--- src/rtl/apb_requester_if.sv ---
// Bundles the local command/response port and the APB3 bus of the requester.
// The master modport is the requester's view; slave is the command source plus completer.
interface apb_requester_if #(
    parameter int unsigned ADDR_W = 32,
    parameter int unsigned DATA_W = 32
);
    logic              cmd_valid;
    logic              cmd_ready;
    logic              cmd_write;
    logic [ADDR_W-1:0] cmd_addr;
    logic [DATA_W-1:0] cmd_wdata;
    logic              rsp_valid;
    logic [DATA_W-1:0] rsp_rdata;
    logic              rsp_err;
    logic              rsp_timeout;
    logic              busy;
    logic              psel;
    logic              penable;
    logic              pwrite;
    logic [ADDR_W-1:0] paddr;
    logic [DATA_W-1:0] pwdata;
    logic [DATA_W-1:0] prdata;
    logic              pready;
    logic              pslverr;

    modport master (
        input  cmd_valid, cmd_write, cmd_addr, cmd_wdata, prdata, pready, pslverr,
        output cmd_ready, rsp_valid, rsp_rdata, rsp_err, rsp_timeout, busy,
        output psel, penable, pwrite, paddr, pwdata
    );

    modport slave (
        output cmd_valid, cmd_write, cmd_addr, cmd_wdata, prdata, pready, pslverr,
        input  cmd_ready, rsp_valid, rsp_rdata, rsp_err, rsp_timeout, busy,
        input  psel, penable, pwrite, paddr, pwdata
    );
endinterface

--- src/rtl/apb_requester.sv ---
// APB3 initiator: turns single-beat local commands into SETUP/ACCESS transfers
// and returns one response per command; a wait-state watchdog aborts hung transfers.
module apb_requester #(
    parameter int unsigned ADDR_W  = 32,
    parameter int unsigned DATA_W  = 32,
    parameter int unsigned TIMEOUT = 64
) (
    input  logic               i_pclk,
    input  logic               i_preset,
    apb_requester_if.master    bus
);
    typedef enum logic [1:0] {S_IDLE, S_SETUP, S_ACCESS} state_t;

    localparam int unsigned     CNT_W    = 16;
    localparam logic            WDOG_EN  = (TIMEOUT != 0);
    localparam logic [CNT_W-1:0] CNT_LAST = (TIMEOUT == 0) ? '0 : CNT_W'(TIMEOUT - 1);

    state_t            r_state,       w_state;
    logic              r_psel,        w_psel;
    logic              r_penable,     w_penable;
    logic              r_pwrite,      w_pwrite;
    logic [ADDR_W-1:0] r_paddr,       w_paddr;
    logic [DATA_W-1:0] r_pwdata,      w_pwdata;
    logic              r_rsp_valid,   w_rsp_valid;
    logic [DATA_W-1:0] r_rsp_rdata,   w_rsp_rdata;
    logic              r_rsp_err,     w_rsp_err;
    logic              r_rsp_timeout, w_rsp_timeout;
    logic              r_busy,        w_busy;
    logic [CNT_W-1:0]  r_wait_cnt,    w_wait_cnt;
    logic              w_cmd_ready;

    // Only ready output is combinational so a new command can be taken in the response cycle
    assign w_cmd_ready = (r_state == S_IDLE) && !i_preset;

    always_ff @(posedge i_pclk) begin
        if (i_preset) begin
            r_state       <= S_IDLE;
            r_psel        <= 1'b0;
            r_penable     <= 1'b0;
            r_pwrite      <= 1'b0;
            r_paddr       <= '0;
            r_pwdata      <= '0;
            r_rsp_valid   <= 1'b0;
            r_rsp_rdata   <= '0;
            r_rsp_err     <= 1'b0;
            r_rsp_timeout <= 1'b0;
            r_busy        <= 1'b0;
            r_wait_cnt    <= '0;
        end else begin
            r_state       <= w_state;
            r_psel        <= w_psel;
            r_penable     <= w_penable;
            r_pwrite      <= w_pwrite;
            r_paddr       <= w_paddr;
            r_pwdata      <= w_pwdata;
            r_rsp_valid   <= w_rsp_valid;
            r_rsp_rdata   <= w_rsp_rdata;
            r_rsp_err     <= w_rsp_err;
            r_rsp_timeout <= w_rsp_timeout;
            r_busy        <= w_busy;
            r_wait_cnt    <= w_wait_cnt;
        end
    end

    // Next-state and next-output logic; bus fields hold unless a transfer changes them
    always_comb begin
        w_state       = r_state;
        w_psel        = r_psel;
        w_penable     = r_penable;
        w_pwrite      = r_pwrite;
        w_paddr       = r_paddr;
        w_pwdata      = r_pwdata;
        w_rsp_valid   = 1'b0;
        w_rsp_rdata   = r_rsp_rdata;
        w_rsp_err     = r_rsp_err;
        w_rsp_timeout = r_rsp_timeout;
        w_busy        = r_busy;
        w_wait_cnt    = r_wait_cnt;

        case (r_state)
            S_IDLE: begin
                if (bus.cmd_valid && w_cmd_ready) begin
                    w_state  = S_SETUP;
                    w_psel   = 1'b1;
                    w_pwrite = bus.cmd_write;
                    w_paddr  = bus.cmd_addr;
                    w_pwdata = bus.cmd_wdata;
                    w_busy   = 1'b1;
                end
            end
            S_SETUP: begin
                w_state    = S_ACCESS;
                w_penable  = 1'b1;
                w_wait_cnt = '0;
            end
            S_ACCESS: begin
                if (bus.pready) begin
                    w_state       = S_IDLE;
                    w_psel        = 1'b0;
                    w_penable     = 1'b0;
                    w_busy        = 1'b0;
                    w_rsp_valid   = 1'b1;
                    w_rsp_err     = bus.pslverr;
                    w_rsp_timeout = 1'b0;
                    w_rsp_rdata   = r_pwrite ? '0 : bus.prdata;
                end else if (WDOG_EN && (r_wait_cnt == CNT_LAST)) begin
                    w_state       = S_IDLE;
                    w_psel        = 1'b0;
                    w_penable     = 1'b0;
                    w_busy        = 1'b0;
                    w_rsp_valid   = 1'b1;
                    w_rsp_err     = 1'b1;
                    w_rsp_timeout = 1'b1;
                    w_rsp_rdata   = '0;
                end else if (r_wait_cnt != '1) begin
                    w_wait_cnt = r_wait_cnt + CNT_W'(1);
                end
            end
            default: begin
                w_state   = S_IDLE;
                w_psel    = 1'b0;
                w_penable = 1'b0;
                w_busy    = 1'b0;
            end
        endcase
    end

    assign bus.cmd_ready   = w_cmd_ready;
    assign bus.rsp_valid   = r_rsp_valid;
    assign bus.rsp_rdata   = r_rsp_rdata;
    assign bus.rsp_err     = r_rsp_err;
    assign bus.rsp_timeout = r_rsp_timeout;
    assign bus.busy        = r_busy;
    assign bus.psel        = r_psel;
    assign bus.penable     = r_penable;
    assign bus.pwrite      = r_pwrite;
    assign bus.paddr       = r_paddr;
    assign bus.pwdata      = r_pwdata;
endmodule

--- src/flat_wrapper.sv ---
// flat-port wrapper written by rule: the top's interface ports become plain ports
module apb_requester_flat 
#(
    parameter int unsigned ADDR_W  = 32,
    parameter int unsigned DATA_W  = 32,
    parameter int unsigned TIMEOUT = 64
)
  (i_pclk, i_preset, bus_cmd_valid, bus_cmd_write, bus_cmd_addr, bus_cmd_wdata, bus_prdata, bus_pready, bus_pslverr, bus_cmd_ready, bus_rsp_valid, bus_rsp_rdata, bus_rsp_err, bus_rsp_timeout, bus_busy, bus_psel, bus_penable, bus_pwrite, bus_paddr, bus_pwdata);
  apb_requester_if #(.ADDR_W(ADDR_W), .DATA_W(DATA_W)) bus_i ();
  input  logic i_pclk;
  input  logic i_preset;
  input wire logic [$bits(bus_i.cmd_valid)-1:0] bus_cmd_valid;
  input wire logic [$bits(bus_i.cmd_write)-1:0] bus_cmd_write;
  input wire logic [$bits(bus_i.cmd_addr)-1:0] bus_cmd_addr;
  input wire logic [$bits(bus_i.cmd_wdata)-1:0] bus_cmd_wdata;
  input wire logic [$bits(bus_i.prdata)-1:0] bus_prdata;
  input wire logic [$bits(bus_i.pready)-1:0] bus_pready;
  input wire logic [$bits(bus_i.pslverr)-1:0] bus_pslverr;
  output wire logic [$bits(bus_i.cmd_ready)-1:0] bus_cmd_ready;
  output wire logic [$bits(bus_i.rsp_valid)-1:0] bus_rsp_valid;
  output wire logic [$bits(bus_i.rsp_rdata)-1:0] bus_rsp_rdata;
  output wire logic [$bits(bus_i.rsp_err)-1:0] bus_rsp_err;
  output wire logic [$bits(bus_i.rsp_timeout)-1:0] bus_rsp_timeout;
  output wire logic [$bits(bus_i.busy)-1:0] bus_busy;
  output wire logic [$bits(bus_i.psel)-1:0] bus_psel;
  output wire logic [$bits(bus_i.penable)-1:0] bus_penable;
  output wire logic [$bits(bus_i.pwrite)-1:0] bus_pwrite;
  output wire logic [$bits(bus_i.paddr)-1:0] bus_paddr;
  output wire logic [$bits(bus_i.pwdata)-1:0] bus_pwdata;
  assign bus_i.cmd_valid = bus_cmd_valid;
  assign bus_i.cmd_write = bus_cmd_write;
  assign bus_i.cmd_addr = bus_cmd_addr;
  assign bus_i.cmd_wdata = bus_cmd_wdata;
  assign bus_i.prdata = bus_prdata;
  assign bus_i.pready = bus_pready;
  assign bus_i.pslverr = bus_pslverr;
  assign bus_cmd_ready = bus_i.cmd_ready;
  assign bus_rsp_valid = bus_i.rsp_valid;
  assign bus_rsp_rdata = bus_i.rsp_rdata;
  assign bus_rsp_err = bus_i.rsp_err;
  assign bus_rsp_timeout = bus_i.rsp_timeout;
  assign bus_busy = bus_i.busy;
  assign bus_psel = bus_i.psel;
  assign bus_penable = bus_i.penable;
  assign bus_pwrite = bus_i.pwrite;
  assign bus_paddr = bus_i.paddr;
  assign bus_pwdata = bus_i.pwdata;
  apb_requester #(.ADDR_W(ADDR_W), .DATA_W(DATA_W), .TIMEOUT(TIMEOUT)) u_core (.i_pclk(i_pclk), .i_preset(i_preset), .bus(bus_i));
endmodule
--- config.mk ---
export PLATFORM = sky130hd
export DESIGN_NAME = apb_requester_flat
export DESIGN_NICKNAME = d
export VERILOG_FILES = /design/src/rtl/apb_requester_if.sv /design/src/rtl/apb_requester.sv /design/src/flat_wrapper.sv
export SDC_FILE = /design/constraint.sdc
export NUM_CORES = 1
export LEC_CHECK = 0
export BUFFER_PORTS_ARGS = -buffer_cell sky130_fd_sc_hd__buf_2
export CORE_ASPECT_RATIO = 0.6
export CORE_MARGIN = 3
export CORE_UTILIZATION = 29
export CTS_CLUSTER_SIZE = 20
export DETAILED_ROUTE_END_ITERATION = 12
export GPL_ROUTABILITY_DRIVEN = 0
export SLEW_MARGIN = 20
export SYNTH_ARGS = -nofsm -noshare
export SYNTH_HDL_FRONTEND = slang
export SYNTH_SLANG_ARGS = --single-unit
--- constraint.sdc ---
create_clock -name i_pclk -period 2.9 [get_ports i_pclk]
set_clock_uncertainty 0.15 [all_clocks]
set_input_delay 0.725 -clock i_pclk [delete_from_list [all_inputs] [get_ports i_pclk]]
set_output_delay 0.725 -clock i_pclk [all_outputs]
set_load 0.02 [all_outputs]
* Word level (Yosys, flattened, before mapping) *
Index checks and enable logic that the tools add are counted.

word-level totals
  ROM bits = 0
  logic and storage cells = 58
  flip-flop bits (word level) = 120
  latch bits = 0
  memories = 0
  output and inout bits = 104
  RAM bits = 0

cells by class
  magnitude comparators = 0
  reductions and logical operators = 13
  bitwise operators = 3
  muxes and demuxes = 21
  shift operators = 0
  add/sub/neg operators = 1
  multiply operators = 0
  equal/unequal tests = 9
  div/mod/pow operators = 0

operators with widths
  operator                                                          number
  32-bit 2-to-1 mux                                                 3
  16-bit 2-to-1 mux                                                 3
  16-bit one-hot mux with 2 select lines                            1
  16-bit by 1-bit adder with 16-bit output, second input constant   1
  16-bit by 6-bit == test with 1-bit output, second input constant  1
  16-bit != test, second input constant                             1
  1-bit 2-to-1 mux                                                  8
  2-bit AND reduction                                               4
  2-bit 2-to-1 mux                                                  3
  2-bit != test, second input constant                              3
  1-bit one-hot mux with 3 select lines                             2
  2-bit one-hot mux with 3 select lines                             1
  4-bit AND reduction                                               1
  2-bit nonzero test                                                2
  3-bit by 2-bit != test with 1-bit output, second input constant   1
  1-bit NOT                                                         3
  3-bit AND reduction                                               1
  2-bit by 1-bit == test with 1-bit output, second input constant   1
  2-bit == test, second input constant                              1
  1-bit logical AND                                                 2
  2-bit logical NOT                                                 1
  2-bit by 1-bit != test with 1-bit output, second input constant   1
  2-bit OR reduction                                                1
  1-bit logical NOT                                                 1

* Logic depth before layout (Yosys ltp) *
  depth in word-level cells = 5
  depth in mapped cells = 8
  mapped depth without buffers = 7

* Least setup slack after synthesis *
OpenSTA, ideal clock, no wires.

  kind = input -> register
  start = input i_preset
  end = register u_core.r_paddr[0] (netlist: u_core.bus.paddr[0])
  path slack = 0.485 ns
  library setup time = 0.128 ns
  arrival time = 2.137 ns
  required time = 2.622 ns
  stages on the path = 5
  cells stage by stage = nor3_1 > and2_1 > clkbuf_1 > clkbuf_1 > o21ai_1

on the way
  cells in the longest elaborated chain, start to end = 4

RTL lines
  element                               line                 text
  from (decl)                           flat_wrapper.sv:11   input logic i_preset;
  1-bit logical NOT                     apb_requester.sv:33  assign w_cmd_ready = (r_state == S_IDLE) && !i_preset;
  1-bit logical AND                     apb_requester.sv:33
  1-bit logical AND                     apb_requester.sv:82  if (bus.cmd_valid && w_cmd_ready) begin
  2-bit AND reduction (no source line)  -
  to (signal assigned)                  apb_requester.sv:54  r_paddr <= w_paddr;
  to (decl)                             apb_requester.sv:22  logic [ADDR_W-1:0] r_paddr, w_paddr;

Parallel ways exist; a longest one is shown, timed or not.
A chain may end at the register's enable or synchronous reset.

* Worst setup path in the final report *
  start = register u_core.r_wait_cnt[0]
  end = register u_core.r_wait_cnt[2]

on the way
  cells in the longest elaborated chain, start to end = 5

RTL lines
  element                                   line                  text
  from (decl)                               apb_requester.sv:29   logic [CNT_W-1:0] r_wait_cnt, w_wait_cnt;
  from (signal assigned)                    apb_requester.sv:61   r_wait_cnt <= w_wait_cnt;
  16-bit by 1-bit adder with 16-bit output  apb_requester.sv:116  w_wait_cnt = r_wait_cnt + CNT_W'(1);
  16-bit 2-to-1 mux                         apb_requester.sv:115  end else if (r_wait_cnt != '1) begin
  16-bit 2-to-1 mux                         apb_requester.sv:106  end else if (WDOG_EN && (r_wait_cnt == CNT_LAST)) begin
  16-bit 2-to-1 mux                         apb_requester.sv:97   if (bus.pready) begin
  16-bit one-hot mux with 2 select lines    apb_requester.sv:80   case (r_state)

Parallel ways exist; a longest one is shown, timed or not. The select of a mux whose other input is x is not followed.

==> summary.md <==
| Metric | Value |
|---|---|
| Int Power | `0.00311 W` |
| Ys flop type | `dfxtp_1` |
| Initial Utilization | `29.9%` |
| Via density per instance | `4.65` |
| Layout Utilization | `41.6%` |
| Die area | `0.0175 mm^2` |
| RSZ-0062 raised after global routing | `false` |
| DR WL/cell | `13.9 um` |
| Root Buffer | `clkbuf_16` |
| First-pass GRT wire length | `21000 um` |
| Clk slew on worst S/H paths | `0.06 ns` |
| DRC | `0` |
| Sw frac | `27.0%` |
| Netlist cell types | `46` |
| Clock power share | `47.3%` |
| Final period util | `89.9%` |
| Status | `finished clean` |
| CP max stage delay | `0.54 ns` |
| Hold crit path type | `reg -> reg` |
| Power per cell area | `663 mW/mm^2` |
| Worst slew margin | `30.8%` |
| Post-synth EDFFs | `0` |
| Top Ports | `206` |
| Final setup margin | `0.293 ns` |
| CTS H-tree depth | `4` |
| CP Launch Type | `flip-flop` |
| Diodes inserted | `0` |
| Switch Pwr | `0.00115 W` |
| Post-Place Worst Slack | `0.302 ns` |
| Setup crit end kind | `flip-flop` |
| Hold_ws | `0.309 ns` |
| Yosys Warn Count | `0` |
| Detailed Place HPWL | `9180 um` |
| Setup TNS | `0 ns` |
| Post-CTS Setup Bufs | `0` |
| Post-layout net count | `824` |
| Syn Inst Count | `523` |
| Area delta synth->final | `39.2%` |
| Combinational share of power | `11.0%` |
| CTS Buf Count | `17` |
| GR Overflow Total | `0` |
| Total number of vias | `4357` |
| Flops & latches, synth | `120` |
| Initial antenna violation count | `0` |
| Bufs on Longest Clock Path | `2` |
| Pre-Repair DR Iteration Count | `5` |
| Peak supply drop | `0.000349 V` |
| Die W | `169 um` |
| Die height | `104 um` |
| Clock Sinks | `120` |
| # port buffers | `205` |
| Final hold violations | `0` |
| Critical-path maximum fanout | `14` |
| Clock latency on the worst-skew pair | `0.40 ns` |
| Largest net degree at the start of global routing | `73` |
| Clock period minus worst slack | `2.61 ns` |
| Commonest non-fill, non-tap cells in the layout | `buf_2 (205), dfxtp_1 (120), nand2_1 (81)` |
| Starting DRT DRC Count | `306` |
| CTS tree | `built` |
| Vias in the first global route | `4015` |
| Mapped Area | `0.00462 mm^2` |
| Post-Syn Nets | `626` |
| Final Setup Violations | `0` |
| WP data required | `3.05 ns` |
| Core Region | `0.0155 mm^2` |
| FMAX | `0.384 GHz` |
| Routed wire length | `13000 um` |
| Max-Cap Viols | `0` |
| Max-slew violations | `0` |
| # rows | `35` |
| Hold_buf cts | `0` |
| Most common cell after layout, fill and taps aside | `buf_2` |
| Worst EP arrival | `2.76 ns` |
| Worst-path cell chain | `ha_1 -> or4bb_1 -> nor4_4 -> nor2_2 -> buf_4 -> nand3_2 -> nand2_2 -> a311oi_1` |
| Layout cells sized above 1 | `35.7%` |
| PostCTS Resize Cnt | `0` |
| Synth async-reset ratio | `0%` |
| # fillers | `1533` |
| Crit path kind | `reg -> reg` |
| Crit path max-delay cell type | `or4bb_1` |
| Leak pwr | `2.85 nW` |
| Final ANT Viol Nets | `0` |
| Total GRT Usage | `14.6%` |
| Worst-Margin Slew | `1.04 ns` |
| Post-Syn Area per Cell | `8.83 um^2` |
| Seq pwr share | `41.7%` |
| Post-synthesis sequential area ratio | `52.0%` |
| Design Power | `0.00426 W` |
## worst max-delay path: cells and delay by family (launching register included)
kind / cells / cell delay, ns
adders and majority gates: 1 / 0.28
buffers and inverters: 1 / 0.19
AOI/OAI and AO/OA: 1 / 0.27
and+or+nand+nor: 5 / 1.22
DFF: 1 / 0.40
## cell usage after synthesis (2+ instances only)
| cell | number | area [um^2] |
|---|---|---|
| nor2b_1 | 2 | 12.5 |
| and3_1 | 6 | 37.5 |
| a311oi_1 | 3 | 26.3 |
| buf_2 | 5 | 25.0 |
| a31oi_1 | 6 | 37.5 |
| nor2_2 | 2 | 12.5 |
| nand2_1 | 81 | 304 |
| buf_1 | 4 | 15.0 |
| o21ai_1 | 68 | 340 |
| nor3_1 | 7 | 35.0 |
| or2_2 | 2 | 12.5 |
| nor4_1 | 2 | 12.5 |
| o21ai_0 | 4 | 20.0 |
| a41oi_1 | 2 | 17.5 |
| nand2b_1 | 66 | 413 |
| clkbuf_1 | 27 | 101 |
| a22o_1 | 32 | 280 |
| and2_1 | 3 | 18.8 |
| or3_1 | 3 | 18.8 |
| or4_4 | 2 | 22.5 |
| inv_1 | 4 | 15.0 |
| nor2_1 | 21 | 78.8 |
| nand3_1 | 11 | 55.1 |
| nand4_1 | 7 | 43.8 |
| a21oi_1 | 11 | 55.1 |
| dfxtp_1 | 120 | 2400 |
| mux2i_1 | 3 | 30.0 |
## power groups by stage
| stage | registers [W] | clock network, W | logic [W] |
|---|---|---|---|
| finish | 0.00178 | 0.00201 | 0.000471 |
| global route | 0.00179 | 0.00216 | 0.000515 |
| CTS | 0.00178 | 0.00208 | 0.000476 |
| detailed placement | 0.00181 | 0 | 0.000475 |
| global placement | 0.00181 | 0 | 0.000474 |
| floorplan | 0.00191 | 0 | 0.000169 |
## logic make-up after synthesis
kind of cell	after synthesis	synth area share (%)
AOI/OAI and AO/OA	135	18.4
adders and majority gates	1	0.271
buffers and inverters	43	3.87
DFF	120	52.0
muxes	4	0.894
and+or+nand+nor	220	24.6
## registers in the layout, indices dropped and copies added (netlist names), 2 cells and up
name,flops
u_core.r_state,2
u_core.r_wait_cnt,16
u_core.bus.rsp_rdata,32
u_core.bus.paddr,32
u_core.bus.pwdata,32
## stage by stage
| stage | cells | area (um^2) |
|---|---|---|
| floorplan | 523 | 4620 |
| global placement | 905 | 5860 |
| detailed placement | 905 | 5860 |
| CTS | 937 | 6430 |
| global route | 937 | 6430 |
| finish | 937 | 6430 |
## metal layers
metal	routed length, um	share of wire (%)	track usage [%]
met2	5050	39	19.1
met3	1600	12	6.86
met1	6290	48	21.0
met4	79	0.61	4.14
met5	0	0	0
## worst paths after layout
| check | startpoint | depth (start not counted) | slack, ns | end |
|---|---|---|---|---|
| worst max-delay path | u_core.r_wait_cnt[0] | 8 | 0.29 | u_core.r_wait_cnt[2] |
| worst min-delay path | u_core.bus.paddr[11] | 2 | 0.31 | u_core.bus.paddr[11] |
| worst max register to register | u_core.r_wait_cnt[0] | 8 | 0.29 | u_core.r_wait_cnt[2] |
| worst min register to register | u_core.bus.paddr[11] | 2 | 0.31 | u_core.bus.paddr[11] |
## cell type report
cell class / instances / area (um^2) / share of cell area (%)
Clock buffer: 17 / 425 / 6.61
Clock inverter: 15 / 141 / 2.20
Inverter: 5 / 18.8 / 0.292
Multi-Input combinational cell: 360 / 2050 / 31.8
Sequential cell: 120 / 2400 / 37.4
Tap cell: 203 / 254 / 3.95
Timing Repair Buffer: 217 / 1140 / 17.7
Note: power is estimated with default switching activity, not from simulation.
